`src/rtl/vend_pkg.sv`:
```
// Shared types for the coin credit machine: FSM states, coin codes and coin values.
package vend_pkg;

  typedef enum logic [1:0] {COLLECT, DISPENSE, REFUND} state_t;

  typedef logic [1:0] coin_t;

  localparam coin_t NONE     = 2'b00;
  localparam coin_t FARTHING = 2'b01;
  localparam coin_t HAPENNY  = 2'b10;
  localparam coin_t PENNY    = 2'b11;

  function automatic logic [2:0] coin_value(input coin_t c);
    case (c)
      FARTHING: coin_value = 3'd1;
      HAPENNY:  coin_value = 3'd2;
      PENNY:    coin_value = 3'd4;
      default:  coin_value = 3'd0;
    endcase
  endfunction

endpackage

```
`src/rtl/coin_credit_fsm_if.sv`:
```
// Coin input, cancel request, change-return handshake and status outputs.
interface coin_credit_fsm_if
  import vend_pkg::*;
#(
  parameter int CREDIT_W = 5
);
  coin_t               coin;
  logic                cancel;
  logic                ret_ready;
  logic [CREDIT_W-1:0] credit;
  logic                vend;
  logic                ret_valid;
  coin_t               ret_coin;
  logic                coin_rej;

  modport master (
    output coin, cancel, ret_ready,
    input  credit, vend, ret_valid, ret_coin, coin_rej
  );

  modport slave (
    input  coin, cancel, ret_ready,
    output credit, vend, ret_valid, ret_coin, coin_rej
  );
endinterface

```
`src/rtl/coin_credit_fsm_coin_edge.sv`:
```
// Insertion detector: a non-zero code following a sampled 00 is one event.
module coin_edge
  import vend_pkg::*;
(
  input  logic  clk,
  input  logic  reset,
  input  coin_t coin,
  output logic  ins_evt,
  output coin_t code
);
  coin_t prev;

  // Reset parks prev at PENNY so a coin held through reset needs a release first.
  always_ff @(posedge clk) begin
    if (reset) prev <= PENNY;
    else       prev <= coin;
  end

  assign ins_evt = (coin != NONE) && (prev == NONE);
  assign code    = coin;
endmodule

```
`src/rtl/coin_credit_fsm.sv`:
```
// Coin credit FSM: collects coins, vends at PRICE, returns change one coin at a time.
module coin_credit_fsm
  import vend_pkg::*;
#(
  parameter int PRICE    = 6,
  parameter int CREDIT_W = 5
)(
  input logic               clk,
  input logic               reset,
  coin_credit_fsm_if.slave  bus
);
  localparam logic [CREDIT_W-1:0] PRICE_C = CREDIT_W'(PRICE);

  state_t              state, state_n;
  logic [CREDIT_W-1:0] credit, credit_n, sum, remain, coin_val;
  logic                coin_rej;
  logic                ins_evt;
  coin_t               code, change;

  coin_edge u_edge (
    .clk     (clk),
    .reset   (reset),
    .coin    (bus.coin),
    .ins_evt (ins_evt),
    .code    (code)
  );

  assign coin_val = CREDIT_W'(coin_value(code));

  // Largest coin not exceeding the held credit.
  always_comb begin
    change = FARTHING;
    if      (credit >= CREDIT_W'(4)) change = PENNY;
    else if (credit >= CREDIT_W'(2)) change = HAPENNY;
  end

  always_comb begin
    state_n       = state;
    credit_n      = credit;
    sum           = credit + (ins_evt ? coin_val : '0);
    remain        = credit - PRICE_C;
    bus.vend      = 1'b0;
    bus.ret_valid = 1'b0;
    bus.ret_coin  = NONE;
    case (state)
      COLLECT: begin
        credit_n = sum;
        if (bus.cancel && sum != '0) state_n = REFUND;
        else if (sum >= PRICE_C)     state_n = DISPENSE;
      end
      DISPENSE: begin
        bus.vend = 1'b1;
        credit_n = remain;
        state_n  = (remain != '0) ? REFUND : COLLECT;
      end
      REFUND: begin
        bus.ret_valid = 1'b1;
        bus.ret_coin  = change;
        if (bus.ret_ready) begin
          credit_n = credit - CREDIT_W'(coin_value(change));
          if (credit_n == '0) state_n = COLLECT;
        end
      end
      default: state_n = COLLECT;
    endcase
  end

  always_ff @(posedge clk) begin
    if (reset) begin
      state    <= COLLECT;
      credit   <= '0;
      coin_rej <= 1'b0;
    end else begin
      state    <= state_n;
      credit   <= credit_n;
      coin_rej <= ins_evt && (state != COLLECT);
    end
  end

  assign bus.credit   = credit;
  assign bus.coin_rej = coin_rej;
endmodule

```
`src/flat_wrapper.sv`:
```
// flat-port wrapper written by rule: the top's interface ports become plain ports
module coin_credit_fsm_flat import vend_pkg::*;
#(
  parameter int PRICE    = 6,
  parameter int CREDIT_W = 5
)
  (clk, reset, bus_coin, bus_cancel, bus_ret_ready, bus_credit, bus_vend, bus_ret_valid, bus_ret_coin, bus_coin_rej);
  coin_credit_fsm_if #(.CREDIT_W(CREDIT_W)) bus_i ();
  input logic clk;
  input logic reset;
  input wire logic [$bits(bus_i.coin)-1:0] bus_coin;
  input wire logic [$bits(bus_i.cancel)-1:0] bus_cancel;
  input wire logic [$bits(bus_i.ret_ready)-1:0] bus_ret_ready;
  output wire logic [$bits(bus_i.credit)-1:0] bus_credit;
  output wire logic [$bits(bus_i.vend)-1:0] bus_vend;
  output wire logic [$bits(bus_i.ret_valid)-1:0] bus_ret_valid;
  output wire logic [$bits(bus_i.ret_coin)-1:0] bus_ret_coin;
  output wire logic [$bits(bus_i.coin_rej)-1:0] bus_coin_rej;
  assign bus_i.coin = bus_coin;
  assign bus_i.cancel = bus_cancel;
  assign bus_i.ret_ready = bus_ret_ready;
  assign bus_credit = bus_i.credit;
  assign bus_vend = bus_i.vend;
  assign bus_ret_valid = bus_i.ret_valid;
  assign bus_ret_coin = bus_i.ret_coin;
  assign bus_coin_rej = bus_i.coin_rej;
  coin_credit_fsm #(.PRICE(PRICE), .CREDIT_W(CREDIT_W)) u_core (.clk(clk), .reset(reset), .bus(bus_i));
endmodule
```
`config.mk`:
```
export PLATFORM = sky130hd
export DESIGN_NAME = coin_credit_fsm_flat
export DESIGN_NICKNAME = d
export VERILOG_FILES = /design/src/rtl/vend_pkg.sv /design/src/rtl/coin_credit_fsm_if.sv /design/src/rtl/coin_credit_fsm_coin_edge.sv /design/src/rtl/coin_credit_fsm.sv /design/src/flat_wrapper.sv
export SDC_FILE = /design/constraint.sdc
export NUM_CORES = 1
export LEC_CHECK = 0
export CORE_UTILIZATION = 52
export CTS_CLUSTER_DIAMETER = 150
export CTS_CLUSTER_SIZE = 25
export DETAILED_ROUTE_END_ITERATION = 8
export GPL_ROUTABILITY_DRIVEN = 0
export PLACE_DENSITY_LB_ADDON = 0.1
export SYNTH_ARGS = -nofsm -noshare
export SYNTH_HDL_FRONTEND = slang
export SYNTH_SLANG_ARGS = --single-unit
export TNS_END_PERCENT = 20
```
`constraint.sdc`:
```
create_clock -name clk -period 7.9 [get_ports clk]
set_input_delay 1.58 -clock clk [delete_from_list [all_inputs] [get_ports clk]]
set_output_delay 1.58 -clock clk [all_outputs]
set_load 0.01 [all_outputs]
```
==> results.py <==
metrics = {
    "timing": {
        "final.period_utilization_pct": 51.93,
        "setup_tns_ns": 0,
        "fin_skew_ns": 0.001678,
        "finalHoldViolCount": 0,
        "tightest_slew_ns": 0.6887,
        "period_needed_ns": 4.103,
        "max_freq_mhz": 243.7,
        "report.final.slew_viol_count": 0,
        "setup_viol": 0,
        "relSlewSlack_pct": 54.09,
        "grt_setup_unrepaired": "false",
    },
    "route": {
        "route.detailed.drc": 0,
        "first_pass_iters": 4,
        "final_antenna_net_count": 0,
        "wl_mm": 2.174,
        "drt_iter0_drc": 57,
        "wl_per_cell_um": 13.59,
        "routed-via-count": 917,
        "via_per_inst": 5.731,
    },
    "clocking": {
        "cts_buffer_depth": 2,
        "clk_pin_slew_ns": 0.06,
        "cts-root-buf": "clkbuf_4",
        "cts_setup_buffers": 0,
        "htree_levels": 1,
        "numCtsBuffers": 3,
        "cts_resized": 0,
        "cts_hold_buffers": 0,
        "tritoncts": "yes",
        "cts.sinks": 10,
        "clk_latency_ns": 0.26,
    },
    "layout": {
        "drive_gt1_share_pct": 9.630,
        "finalNetCount": 158,
        "n_fill_cell": 161,
        "multi_input_area_sq_um": 724.4,
        "syn2layout_area_growth_pct": 19.57,
        "regArea_sq_um": 200.2,
        "antenna_cells": 0,
    },
    "floorplan": {
        "die_w_um": 45.52,
        "die_h_um": 45.52,
        "die_area_sq_um": 2072,
        "core.rowCount": 15,
        "core_area_sq_um": 1745,
        "initial_utilization_pct": 56.42,
        "ios": 16,
    },
    "critical_path": {
        "setup.worst_path.start_class": "flip-flop",
        "cpPeakStageDelay_ns": 0.60,
        "path_max_fanout": 10,
        "slowest_stage": "dfxtp_1",
        "worst-setup-path-type": "flip-flop to primary output",
        "cp_top_family": "buffers and inverters",
        "path_buf_inv": 3,
        "crit_path_end_kind": "primary output",
        "crit_chain": "inv_1 -> ha_1 -> a2111oi_2 -> inv_1 -> nor2_1 -> nor2_1 -> clkdlybuf4s50_1",
        "cp_data_required_time_ns": 6.32,
        "arrival_ns": 2.52,
    },
    "global_routing": {
        "grt_pass1_vias": 841,
        "antenna_found_initial": 0,
        "grt_max_degree": 11,
        "gr-usage-all-layers_pct": 24.55,
        "grt_pass1_wl_mm": 3.746,
        "grt_overflow": 0,
    },
    "flow_run": {
        "maxCapViolCount": 0,
    },
    "synthesis": {
        "synth_nets": 141,
        "synth_fa_ha_area_share_pct": 20.58,
        "synth_compound_area_share_pct": 24.40,
        "synthSimpleGateAreaFrac_pct": 19.70,
        "synth_xor_xnor_area_share_pct": 7.878,
        "netlist_instances": 120,
        "muxShareOfSynthArea_pct": 1.017,
        "synth_top_family_by_area": "compound AO/OA/AOI/OAI gates",
        "synth_seq_area_share_pct": 20.33,
        "syn-cell-area_sq_um": 984.7,
        "yosys_warnings": 0,
        "avgSynthCellArea_sq_um": 8.206,
        "synth_seq_cells": 10,
        "ys_types": 40,
    },
    "run_status": {
        "status": "finished clean",
    },
    "placement": {
        "port_buffers": 15,
        "post-dp-hpwl_mm": 1.731,
    },
    "worst_hold_path": {
        "hp-class": "flip-flop to flip-flop",
    },
}
-- state kept, by name, indices dropped and copies added (netlist names) --
name,flops
u_core.bus.coin_rej,1
u_core.u_edge.prev,2
u_core.state,2
u_core.bus.credit,5
-- per-layer routing --
| metal | part of all wire [%] | GRT usage, % | vias to the layer above | routed length (um) |
|---|---|---|---|---|
| li1 | - | - | 462 | - |
| met1 | 47 | 31.80 | 416 | 1014 |
| met2 | 47 | 41.43 | 33 | 1021 |
| met3 | 4.8 | 4.762 | 6 | 104 |
| met4 | 1.6 | 6.061 | 0 | 34 |
| met5 | 0 | 0 | - | 0 |
-- placed cells by master, fill, tap and decap left out, drive strengths merged, types with 2 or more instances in the layout --
master,n
a21o,2
a21oi,10
a221o,2
a31oi,2
and3,2
clkbuf,3
clkdlybuf4s50,15
dfxtp,10
fa,2
ha,13
inv,13
nand2,4
nand2b,2
nand3,2
nand4,2
nor2,15
nor2b,2
nor3,4
nor4b,2
o21ai,4
o221ai,3
o22ai,2
or2,2
xnor2,6
xor2,2
-- final timing paths --
check,slack [ns],endpoint,depth (start not counted),from
setup / recovery,3.80,bus_ret_coin[1],7,u_core.bus.credit[1]
hold / removal,0.55,u_core.state[1],2,u_core.state[1]
setup reg to reg,4.60,u_core.state[0],13,u_core.bus.credit[1]
hold reg to reg,0.55,u_core.state[1],2,u_core.state[1]
-- synth_stat cells --
| library cell | count | area share, % |
|---|---|---|
| nor2_1 | 15 | 5.7 |
| ha_1 | 13 | 17 |
| inv_1 | 12 | 4.6 |
| dfxtp_1 | 10 | 20 |
| a21oi_1 | 9 | 4.6 |
| xnor2_1 | 5 | 4.4 |
| nand2_1 | 4 | 1.5 |
| clkbuf_1 | 3 | 1.1 |
| nor3_1 | 3 | 1.5 |
| o221ai_1 | 3 | 2.7 |
| a21o_1 | 2 | 1.5 |
| a221o_1 | 2 | 2.0 |
| and3_1 | 2 | 1.3 |
| fa_1 | 2 | 4.1 |
| nand2b_1 | 2 | 1.3 |
| nand3_1 | 2 | 1.0 |
| nand4_1 | 2 | 1.3 |
| nor2b_1 | 2 | 1.3 |
| nor4b_1 | 2 | 1.8 |
| o21ai_0 | 2 | 1.0 |
| o22ai_1 | 2 | 1.3 |
| or2_2 | 2 | 1.3 |
| xor2_1 | 2 | 1.8 |
| a2111oi_2 | 1 | 1.5 |
| a211oi_1 | 1 | 0.76 |
| a21oi_2 | 1 | 0.89 |
| a221oi_2 | 1 | 1.5 |
| a22oi_1 | 1 | 0.76 |
| a311oi_1 | 1 | 0.89 |
| a31oi_1 | 1 | 0.64 |
| a31oi_2 | 1 | 1.3 |
| a32oi_1 | 1 | 0.89 |
| inv_2 | 1 | 0.38 |
| mux2i_1 | 1 | 1.0 |
| nor3_2 | 1 | 1.0 |
| o211ai_1 | 1 | 0.76 |
| o21ai_1 | 1 | 0.51 |
| o21ai_2 | 1 | 0.89 |
| or4_1 | 1 | 0.76 |
| xnor2_2 | 1 | 1.7 |
-- worst register-to-register path: stages (launching register included) --
cell and delay [ns]:
dfxtp_1 0.60, inv_1 0.19, ha_1 0.25, a2111oi_2 0.46
inv_1 0.08, nor2_1 0.16, ha_1 0.23, fa_1 0.22
nor2b_1 0.06, nor3_2 0.23, xnor2_1 0.18, a31oi_2 0.15
nand2b_1 0.18, a221oi_2 0.22
-- per-stage QoR --
| step | setup slack (ns) | hold slack (ns) | std cells | area [sq um] | util, % |
|---|---|---|---|---|---|
| after floorplan | 4.481 | 0.5012 | 120 | 984.7 | - |
| after global placement | 3.866 | 0.5202 | 157 | 1155 | 66.16 |
| after detailed placement | 3.785 | 0.5433 | 157 | 1155 | 66.16 |
| after CTS | 3.788 | 0.5531 | 160 | 1177 | 67.46 |
| after global routing | 3.599 | 0.5833 | 160 | 1177 | 67.46 |
| final | 3.797 | 0.5463 | 160 | 1177 | 67.46 |
-- cells by family (layout without fill, tap and decap cells) --
family / Yosys count / count (layout)
AND/OR/NAND/NOR: 38 / 38
multiplexers: 1 / 1
adder cells (fa/ha/maj): 15 / 15
XOR/XNOR: 8 / 8
buffers and inverters: 16 / 31
flip-flops: 10 / 10
AO/OA/AOI/OAI: 32 / 32
-- cell type report --
| cell class | count | share of cell area [%] |
|---|---|---|
| Clock buffer | 3 | 1.913 |
| Sequential cell | 10 | 17.00 |
| Inverter | 13 | 4.145 |
| Tap cell | 25 | 2.657 |
| Multi-Input combinational cell | 94 | 61.53 |
| Timing Repair Buffer | 15 | 12.75 |
Power is left out: the tool's default activity adds up to more than one toggle a clock period on the data nets, which glitch-free logic cannot reach.
